===== src/rtl/parking_pkg.sv =====
// Shared constants, debounce state encoding and selection helper for the parking input conditioner.
// The PARKING_DEBOUNCE_EN macro (used in parking_debounce) selects full debouncing.
package parking_pkg;

    localparam logic [2:0] CAR1_SEL = 3'b001;
    localparam logic [2:0] CAR2_SEL = 3'b010;
    localparam logic [2:0] CAR3_SEL = 3'b100;

    localparam int DEBOUNCE_CYCLES_DEFAULT = 500000;

    localparam int BTN_ENTER = 0;
    localparam int BTN_EXIT  = 1;
    localparam int NUM_BTN   = 2;

    typedef enum logic [1:0] {
        DB_IDLE      = 2'd0,
        DB_ARMING    = 2'd1,
        DB_HELD      = 2'd2,
        DB_RELEASING = 2'd3
    } db_state_e;

    function automatic logic is_valid_sel(input logic [2:0] sel);
        return (sel == CAR1_SEL) || (sel == CAR2_SEL) || (sel == CAR3_SEL);
    endfunction

endpackage


===== src/rtl/parking_debounce.sv =====
// Two-flop synchronizer plus optional debounce FSM for one push-button.
// PARKING_DEBOUNCE_EN builds the FSM/counter; otherwise a synced rising edge is accepted.
module parking_debounce
    import parking_pkg::*;
#(
    parameter int DEBOUNCE_CYCLES = DEBOUNCE_CYCLES_DEFAULT
) (
    input  logic clk,
    input  logic reset,
    input  logic raw,
    output logic accepted
);

    logic [1:0] sync_q;
    logic       synced;

    always_ff @(posedge clk) begin
        if (reset) begin
            sync_q <= 2'b00;
        end else begin
            sync_q <= {sync_q[0], raw};
        end
    end

    assign synced = sync_q[1];

`ifdef PARKING_DEBOUNCE_EN
    localparam int             CW      = $clog2(DEBOUNCE_CYCLES + 1);
    localparam logic [CW-1:0]  CNT_MAX = CW'(DEBOUNCE_CYCLES);

    db_state_e     state_q;
    logic [CW-1:0] cnt_q;
    logic [CW-1:0] cnt_d;

    assign cnt_d = (cnt_q == CNT_MAX) ? cnt_q : cnt_q + 1'b1;

    // Strobe is decoded from the edge that moves ARMING to HELD so the top's
    // output register lands exactly on that edge (fixed latency).
    assign accepted = (state_q == DB_ARMING) && synced && (cnt_d == CNT_MAX);

    always_ff @(posedge clk) begin
        if (reset) begin
            state_q <= DB_IDLE;
            cnt_q   <= '0;
        end else begin
            case (state_q)
                DB_IDLE: begin
                    if (synced) begin
                        state_q <= DB_ARMING;
                        cnt_q   <= '0;
                    end
                end
                DB_ARMING: begin
                    if (!synced) begin
                        state_q <= DB_IDLE;
                        cnt_q   <= '0;
                    end else if (cnt_d == CNT_MAX) begin
                        state_q <= DB_HELD;
                        cnt_q   <= '0;
                    end else begin
                        cnt_q <= cnt_d;
                    end
                end
                DB_HELD: begin
                    if (!synced) begin
                        state_q <= DB_RELEASING;
                        cnt_q   <= '0;
                    end
                end
                DB_RELEASING: begin
                    if (synced) begin
                        state_q <= DB_HELD;
                        cnt_q   <= '0;
                    end else if (cnt_d == CNT_MAX) begin
                        state_q <= DB_IDLE;
                        cnt_q   <= '0;
                    end else begin
                        cnt_q <= cnt_d;
                    end
                end
                default: begin
                    state_q <= DB_IDLE;
                    cnt_q   <= '0;
                end
            endcase
        end
    end
`else
    logic prev_q;
    logic unused_cfg;

    always_ff @(posedge clk) begin
        if (reset) begin
            prev_q <= 1'b0;
        end else begin
            prev_q <= synced;
        end
    end

    assign accepted   = synced & ~prev_q;
    assign unused_cfg = (DEBOUNCE_CYCLES != 0);
`endif

endmodule


===== src/rtl/parking_input_conditioner.sv =====
// Conditions entry/exit buttons and car-select switches into registered pulses and a validated selection.
// Debouncing is selected with PARKING_DEBOUNCE_EN (see parking_debounce).
module parking_input_conditioner
    import parking_pkg::*;
#(
    parameter int DEBOUNCE_CYCLES = DEBOUNCE_CYCLES_DEFAULT
) (
    input  logic       clk,
    input  logic       reset,
    input  logic       btn_enter_raw,
    input  logic       btn_exit_raw,
    input  logic [2:0] sw_sel_raw,
    output logic       car_enter,
    output logic       car_exit,
    output logic [2:0] car_sel,
    output logic       sel_error
);

    logic [NUM_BTN-1:0] btn_raw;
    logic [NUM_BTN-1:0] btn_acc;

    assign btn_raw[BTN_ENTER] = btn_enter_raw;
    assign btn_raw[BTN_EXIT]  = btn_exit_raw;

    generate
        for (genvar gi = 0; gi < NUM_BTN; gi++) begin : g_btn
            parking_debounce #(
                .DEBOUNCE_CYCLES(DEBOUNCE_CYCLES)
            ) u_debounce (
                .clk      (clk),
                .reset    (reset),
                .raw      (btn_raw[gi]),
                .accepted (btn_acc[gi])
            );
        end
    endgenerate

    logic [2:0] sel_meta_q;
    logic [2:0] sel_sync_q;

    always_ff @(posedge clk) begin
        if (reset) begin
            sel_meta_q <= 3'b000;
            sel_sync_q <= 3'b000;
        end else begin
            sel_meta_q <= sw_sel_raw;
            sel_sync_q <= sel_meta_q;
        end
    end

    logic       car_enter_q, car_enter_d;
    logic       car_exit_q,  car_exit_d;
    logic [2:0] car_sel_q,   car_sel_d;
    logic       sel_error_q, sel_error_d;
    logic       pend_q,      pend_d;
    logic [2:0] pend_sel_q,  pend_sel_d;
    logic       sel_ok;

    assign sel_ok = is_valid_sel(sel_sync_q);

    always_comb begin
        car_enter_d = 1'b0;
        car_exit_d  = 1'b0;
        sel_error_d = 1'b0;
        car_sel_d   = car_sel_q;
        pend_d      = pend_q;
        pend_sel_d  = pend_sel_q;

        if (pend_q) begin
            car_exit_d = 1'b1;
            car_sel_d  = pend_sel_q;
            pend_d     = 1'b0;
        end

        if (btn_acc[BTN_ENTER]) begin
            if (sel_ok) begin
                car_enter_d = 1'b1;
                car_sel_d   = sel_sync_q;
            end else begin
                sel_error_d = 1'b1;
            end
        end

        // An exit colliding with an outgoing enter is parked one cycle with its own selection.
        if (btn_acc[BTN_EXIT]) begin
            if (sel_ok) begin
                if (car_enter_d) begin
                    pend_d     = 1'b1;
                    pend_sel_d = sel_sync_q;
                end else begin
                    car_exit_d = 1'b1;
                    car_sel_d  = sel_sync_q;
                end
            end else begin
                sel_error_d = 1'b1;
            end
        end
    end

    always_ff @(posedge clk) begin
        if (reset) begin
            car_enter_q <= 1'b0;
            car_exit_q  <= 1'b0;
            car_sel_q   <= 3'b000;
            sel_error_q <= 1'b0;
            pend_q      <= 1'b0;
            pend_sel_q  <= 3'b000;
        end else begin
            car_enter_q <= car_enter_d;
            car_exit_q  <= car_exit_d;
            car_sel_q   <= car_sel_d;
            sel_error_q <= sel_error_d;
            pend_q      <= pend_d;
            pend_sel_q  <= pend_sel_d;
        end
    end

    assign car_enter = car_enter_q;
    assign car_exit  = car_exit_q;
    assign car_sel   = car_sel_q;
    assign sel_error = sel_error_q;

endmodule


===== config.mk =====
export PLATFORM = sky130hd
export DESIGN_NAME = parking_input_conditioner
export DESIGN_NICKNAME = d
export VERILOG_FILES = /design/src/rtl/parking_pkg.sv /design/src/rtl/parking_debounce.sv /design/src/rtl/parking_input_conditioner.sv
export SDC_FILE = /design/constraint.sdc
export NUM_CORES = 1
export LEC_CHECK = 0
export ABC_AREA = 1
export CAP_MARGIN = 15
export CORE_UTILIZATION = 50
export CTS_CLUSTER_DIAMETER = 120
export CTS_CLUSTER_SIZE = 40
export DETAILED_ROUTE_END_ITERATION = 10
export GPL_TIMING_DRIVEN = 0
export PLACE_DENSITY = 0.78
export SYNTH_ARGS = -nofsm -noshare
export SYNTH_HDL_FRONTEND = slang
export SYNTH_SLANG_ARGS = --single-unit
export TNS_END_PERCENT = 20

===== constraint.sdc =====
create_clock -name clk -period 1.3 [get_ports clk]
set_input_delay 0.13 -clock clk [delete_from_list [all_inputs] [get_ports clk]]
set_output_delay 0.13 -clock clk [all_outputs]
set_load 0.1 [all_outputs]

==> results of run 1 <==
==> worst paths after layout <==
check	startpoint	end	cells past startpoint
max reg2reg	sel_sync_q[0]	car_sel[0]	8
max	car_sel[0]	car_sel[0]	1
min reg2reg	sel_meta_q[2]	sel_sync_q[2]	2
min	reset	sel_sync_q[1]	2
==> flip-flops by register name, summed over array words and instances, names as in the netlist <==
signal / cells
sel_meta_q: 3
car_sel: 3
sel_error: 1
car_enter: 1
pend_q: 1
pend_sel_q: 3
g_btn.u_debounce.sync_q: 4
sel_sync_q: 3
g_btn.u_debounce.prev_q: 2
car_exit: 1
==> final cells by class <==
cell class	count	area (um2)	share of cell area (%)
Buffer	3	20.0	2.05
Clock buffer	3	22.5	2.30
Inverter	26	97.6	9.99
Multi-Input combinational cell	60	295	30.2
Sequential cell	22	442	45.2
Tap cell	16	20.0	2.05
Timing Repair Buffer	11	80.1	8.19
==> through the flow <==
step / utilization [%] / setup TNS (ps)
3_3_place_gp: 63.9 / -1470
5_1_grt: 63.4 / 0
6_report: 63.4 / 0
2_1_floorplan: - / -18.2
4_1_cts: 64.4 / 0
3_5_place_dp: 63.9 / -1490
==> what timing repair did <==
item                       CTS  global route
resized for setup           27             3
setup endpoints to repair    6             3
setup buffers                0             0
==> cells by family after synthesis <==
| family | after synthesis | synth area share (%) |
|---|---|---|
| and+or+nand+nor | 52 | 29.9 |
| AOI/OAI and AO/OA | 8 | 4.69 |
| DFF | 22 | 51.6 |
| buffers and inverters | 29 | 13.8 |
==> metal layers <==
layer | track usage (%) | vias up | routed length, um
met2 | 32.2 | 15 | 723
met5 | 0 | - | 0
met1 | 19.0 | 279 | 589
met4 | 9.09 | 0 | 30
li1 | - | 355 | -
met3 | 2.55 | 5 | 47
==> cell usage after synthesis <==
| cell | number | area, um2 |
|---|---|---|
| a21oi_1 | 3 | 15.0 |
| inv_1 | 24 | 90.1 |
| nor3_1 | 1 | 5.00 |
| nor2_1 | 19 | 71.3 |
| buf_2 | 1 | 5.00 |
| nand2_2 | 3 | 18.8 |
| o21ai_0 | 3 | 15.0 |
| inv_2 | 2 | 7.51 |
| o21ai_1 | 2 | 10.0 |
| dfxtp_1 | 22 | 440 |
| nand2_1 | 16 | 60.1 |
| nand4_1 | 4 | 25.0 |
| nor2_2 | 1 | 6.26 |
| nand3_2 | 2 | 20.0 |
| clkbuf_1 | 1 | 3.75 |
| buf_6 | 1 | 11.3 |
| nor2_4 | 2 | 22.5 |
| nand3_1 | 3 | 15.0 |
| nand2_4 | 1 | 11.3 |
==> power by group <==
group / switching [mW] / total, mW / internal (mW)
clock: 0.188 / 0.296 / 0.108
combinational: 0.112 / 0.161 / 0.0493
sequential: 0.00904 / 0.706 / 0.697
==> run summary, run 1 <==
Top delay family on crit path: buffers and inverters
Placed cell area: 985 um2
Die W: 43.3 um
Startpoint types: register
Core area: 1540 um2
Worst IR Drop VDD: 773 uV
Ys Warns: 0
Starting Density: 55.4%
Final Critical Period: 1200 ps
Total grt overflow: 0
Largest net degree at the start of global routing: 12
Fin. max-slew vios: 0
Final worst-path cycle share: 92.3%
H-tree Lvls: 1
Total chip power: 1.16 mW
Post-Place Setup Slack: -269 ps
Layout cell share with drive strength beyond 1: 18.4%
Commonest non-fill, non-tap cell in the layout: inv_1
Register bit total from synthesis: 22
Drt drc: 0
Setup-failing EPs final: 0
Hold_buf cts: 0
FMAX: 0.834 GHz
CP peak stage delay: 420 ps
Vias in the first global route: 626
Die Y: 43.3 um
Reg clk slew, reported paths: 110 ps
CTS tree: yes
Finished Cell Area: 977 um2
Root Driver: clkbuf_4
Status: complete, no violations
Most frequent cells in the layout: 24 x inv_1, 21 x dfxtp_1, 19 x nor2_1
DR WL/cell: 9.87 um
Syn_nets: 118
Slowest CP cell: buf_2
Worst hold path type: in -> reg
Sequential fraction of the synthesis area: 51.6%
Antenna Cells: 0
I/O Buffers: 11
WS Path Type: reg -> out
Syn Area/Cell: 7.69 um2
Worst Setup Slack, final: 101 ps
Max Cap Viol: 0
Crit. End Element: primary output
CP required: 1170 ps
DR vias: 654
Global-route wire length before repair: 2.38 mm
Area growth, synth to finish: 14.5%
CTS Buf Count: 3
Post-layout nets: 134
Slew margin rel.: 67.9%
RSZ-0062 raised after global routing: false
Initial antenna violation count: 0
Synthesized cell area: 853 um2
Clk_lat worst skew: 300 ps
Non-Filler Instances: 141
Pre-Repair DR Iteration Count: 4
CP max FO: 2
Die area: 1880 um2
Dpl cells: 138
Static Leak: 0.453 nW
Cells after synthesis: 111
Placer Congestion: 0.770
Netlist cell types: 19
Final hold vios: 0
Hold slack: 126 ps
Drt total wl: 1.39 mm
Clock Tree Buf Depth: 2
R2r setup slk: 170 ps
Via/cell ratio: 4.64
Iter 0 DRT Violations: 9
Worst-margin pin slew: 485 ps
Arrival time of the worst setup path: 1070 ps
Number of fill cells: 149
GRT Util Overall: 17.5%
CP Cell Sequence: buf_2
Row cnt: 14
Detail Route Antenna Nets: 0
Power Density: 1190 nW/um2
Io pins: 13
Clock Skews: 1.48 ps
Buffers and inverters on the worst path: 1
Hpwl dp: 1.01 mm
CTS sink cnt: 22
Note: power is estimated with default switching activity, not from simulation.
==> run 2: changes to the inputs <==
Settings changed: GPL_TIMING_DRIVEN 0 to unset.
==> run 2 against run 1 <==
Critical endpoint is now car_sel[0]. Clock-buffer cell count increased by 1. Largest cell class unchanged. Die area unchanged. Largest power group unchanged. Global-route usage increased by 0.79 points. Sequential power increased by 0.7%. Register-to-register slack got worse by 130 ps. Flip-flop and latch count unchanged. Clock power increased by 25%.
==> run summary, run 2 (synthesis results as in run 1) <==
Initial antenna violation count: 0 (unchanged)
Hold slack: 325 ps (+200 ps)
I/O Buffers: 12 (+1)
Die Y: 43.3 um (unchanged)
Layout cell share with drive strength beyond 1: 22.5% (+4.1 points)
Dpl cells: 138 (unchanged)
Part of the power in registers: 55.1% (-5.6 points)
Die area: 1880 um2 (unchanged)
Placer Congestion: 0.821 (+6.6%)
Pre-Repair DR Iteration Count: 4 (unchanged)
Multi-input gate area: 312 um2 (+5.5%)
Total grt overflow: 0 (unchanged)
Row cnt: 14 (unchanged)
Number of fill cells: 125 (-16%)
Worst hold path type: in -> reg
Io pins: 13 (unchanged)
Status: complete, no violations
Commonest non-fill, non-tap cell in the layout: inv_1
Worst-margin pin slew: 228 ps (-257 ps)
CP max FO: 5 (+3)
Setup-failing EPs final: 0 (unchanged)
Final hold vios: 0 (unchanged)
Non-Filler Instances: 145 (+2.8%)
Most frequent cells in the layout: 24 x inv_1, 20 x dfxtp_1, 19 x nor2_1
WS Path Type: reg -> reg
Root Driver: clkbuf_4
Power Density: 1140 nW/um2 (-4.2%)
Clock Tree Buf Depth: 2 (unchanged)
Drt total wl: 1.73 mm (+24%)
Final worst-path cycle share: 96.7% (+4.4 points)
Vias in the first global route: 637 (+1.8%)
Clk_lat worst skew: 300 ps (about the same)
Final Critical Period: 1260 ps (+57.4 ps)
CTS Buf Count: 3 (unchanged)
Comb power frac: 16.3% (+2.5 points)
Post-layout nets: 137 (+2.2%)
CP required: 1500 ps (+330 ps)
Largest net degree at the start of global routing: 13 (+1)
Max Cap Viol: 0 (unchanged)
Clock share of power: 28.6% (+3.1 points)
Crit. End Element: register
Hpwl dp: 1.07 mm (+6.5%)
Slew margin rel.: 84.6% (+17 points)
Internal power: 0.954 mW (+12%)
Via/cell ratio: 5.00 (+7.8%)
Static Leak: 0.501 nW (+11%)
DR WL/cell: 11.9 um (+21%)
Detail Route Antenna Nets: 0 (unchanged)
Area growth, synth to finish: 32.6%
Core area: 1540 um2 (unchanged)
Startpoint types: register
Arrival time of the worst setup path: 1460 ps (+390 ps)
Number of flip-flops under the largest register name: 4 (unchanged)
CTS sink cnt: 22 (unchanged)
Die W: 43.3 um (unchanged)
Fin. max-slew vios: 0 (unchanged)
Switching pwr: 0.336 mW (+8.9%)
H-tree Lvls: 1 (unchanged)
Top reg by flops: g_btn.u_debounce.sync_q
Finished Cell Area: 1130 um2 (+16%)
Global-route wire length before repair: 2.48 mm (+4.4%)
Placed cell area: 1050 um2 (+6.6%)
Clock Skews: 1.00 ps (-0.475 ps)
Antenna Cells: 0 (unchanged)
Reg clk slew, reported paths: 110 ps (about the same)
FMAX: 0.796 GHz (-4.6%)
DR vias: 725 (+11%)
Iter 0 DRT Violations: 29 (+20)
Sw Share: 26.1% (-0.48 points)
CTS tree: yes
Drt drc: 0 (unchanged)
Register area: 443 um2 (+0.28%)
GRT Util Overall: 18.3% (+0.79 points)
Worst IR Drop VDD: 856 uV (+11%)
Total chip power: 1.29 mW (+11%)
Hold_buf cts: 0 (unchanged)
Starting Density: 55.4% (unchanged)
Setup tns final: 0 ps (unchanged)
-- run 2: area by class of cell --
cell class,instances,area share [%]
flip-flops and latches,22,39.2
multi-input cells,61,27.5
repair buffers,16,19.7
inverters,26,8.63
clock buffers,4,3.21
well taps,16,1.77
-- run 2: final timing paths --
path,from,to,slack (ps),cells past startpoint
worst max-delay path,sel_sync_q[0],car_sel[0],40,7
worst min-delay path,btn_enter_raw,g_btn[0].u_debounce.sync_q[0],330,3
worst max register to register,sel_sync_q[0],car_sel[0],40,7
worst min register to register,sel_meta_q[0],sel_sync_q[0],410,2
-- run 2: layer usage --
layer	vias to the layer above	share of wire [%]	track usage (%)	wire length (um)
met5	-	0	0	0
met4	0	4.0	10.9	69
met3	11	3.2	5.11	55
met2	25	54	32.2	929
met1	326	39	19.0	671
li1	363	-	-	-
-- run 2: stage by stage --
stage / setup slack, ps / util [%]
after floorplan: -9.11 / -
after global placement: 185 / 68.1
after detailed placement: 124 / 68.1
after CTS: 76.9 / 70.5
after global routing: -29.1 / 73.4
final: 43.3 / 73.4
-- run 2: worst max-delay path: stages, from the launching register on --
cell and delay, ps:
dfxtp_2 350, inv_1 120, nand2_2 80, nand3_2 110
nand2_4 90, buf_12 140, a21oi_1 200, nor2_1 80
-- run 2: power by group through the flow --
stage / sequential, mW / clock [mW] / combinational [mW]
after floorplan: 0.768 / 0 / 0.0786
after global placement: 0.724 / 0 / 0.175
after detailed placement: 0.726 / 0 / 0.179
after CTS: 0.711 / 0.373 / 0.182
after global routing: 0.714 / 0.412 / 0.223
final: 0.711 / 0.369 / 0.210
-- run 2: repair_timing --
action | CTS | global route
resized for setup | 0 | 3
setup endpoints to repair | 0 | 4
setup buffers | 0 | 2
==> run 3: changes to the inputs <==
Settings changed: CTS_CLUSTER_DIAMETER 120 to 40.
==> results of run 3 <==
The final DEF is identical to that of run 2; final timing and power are the same.
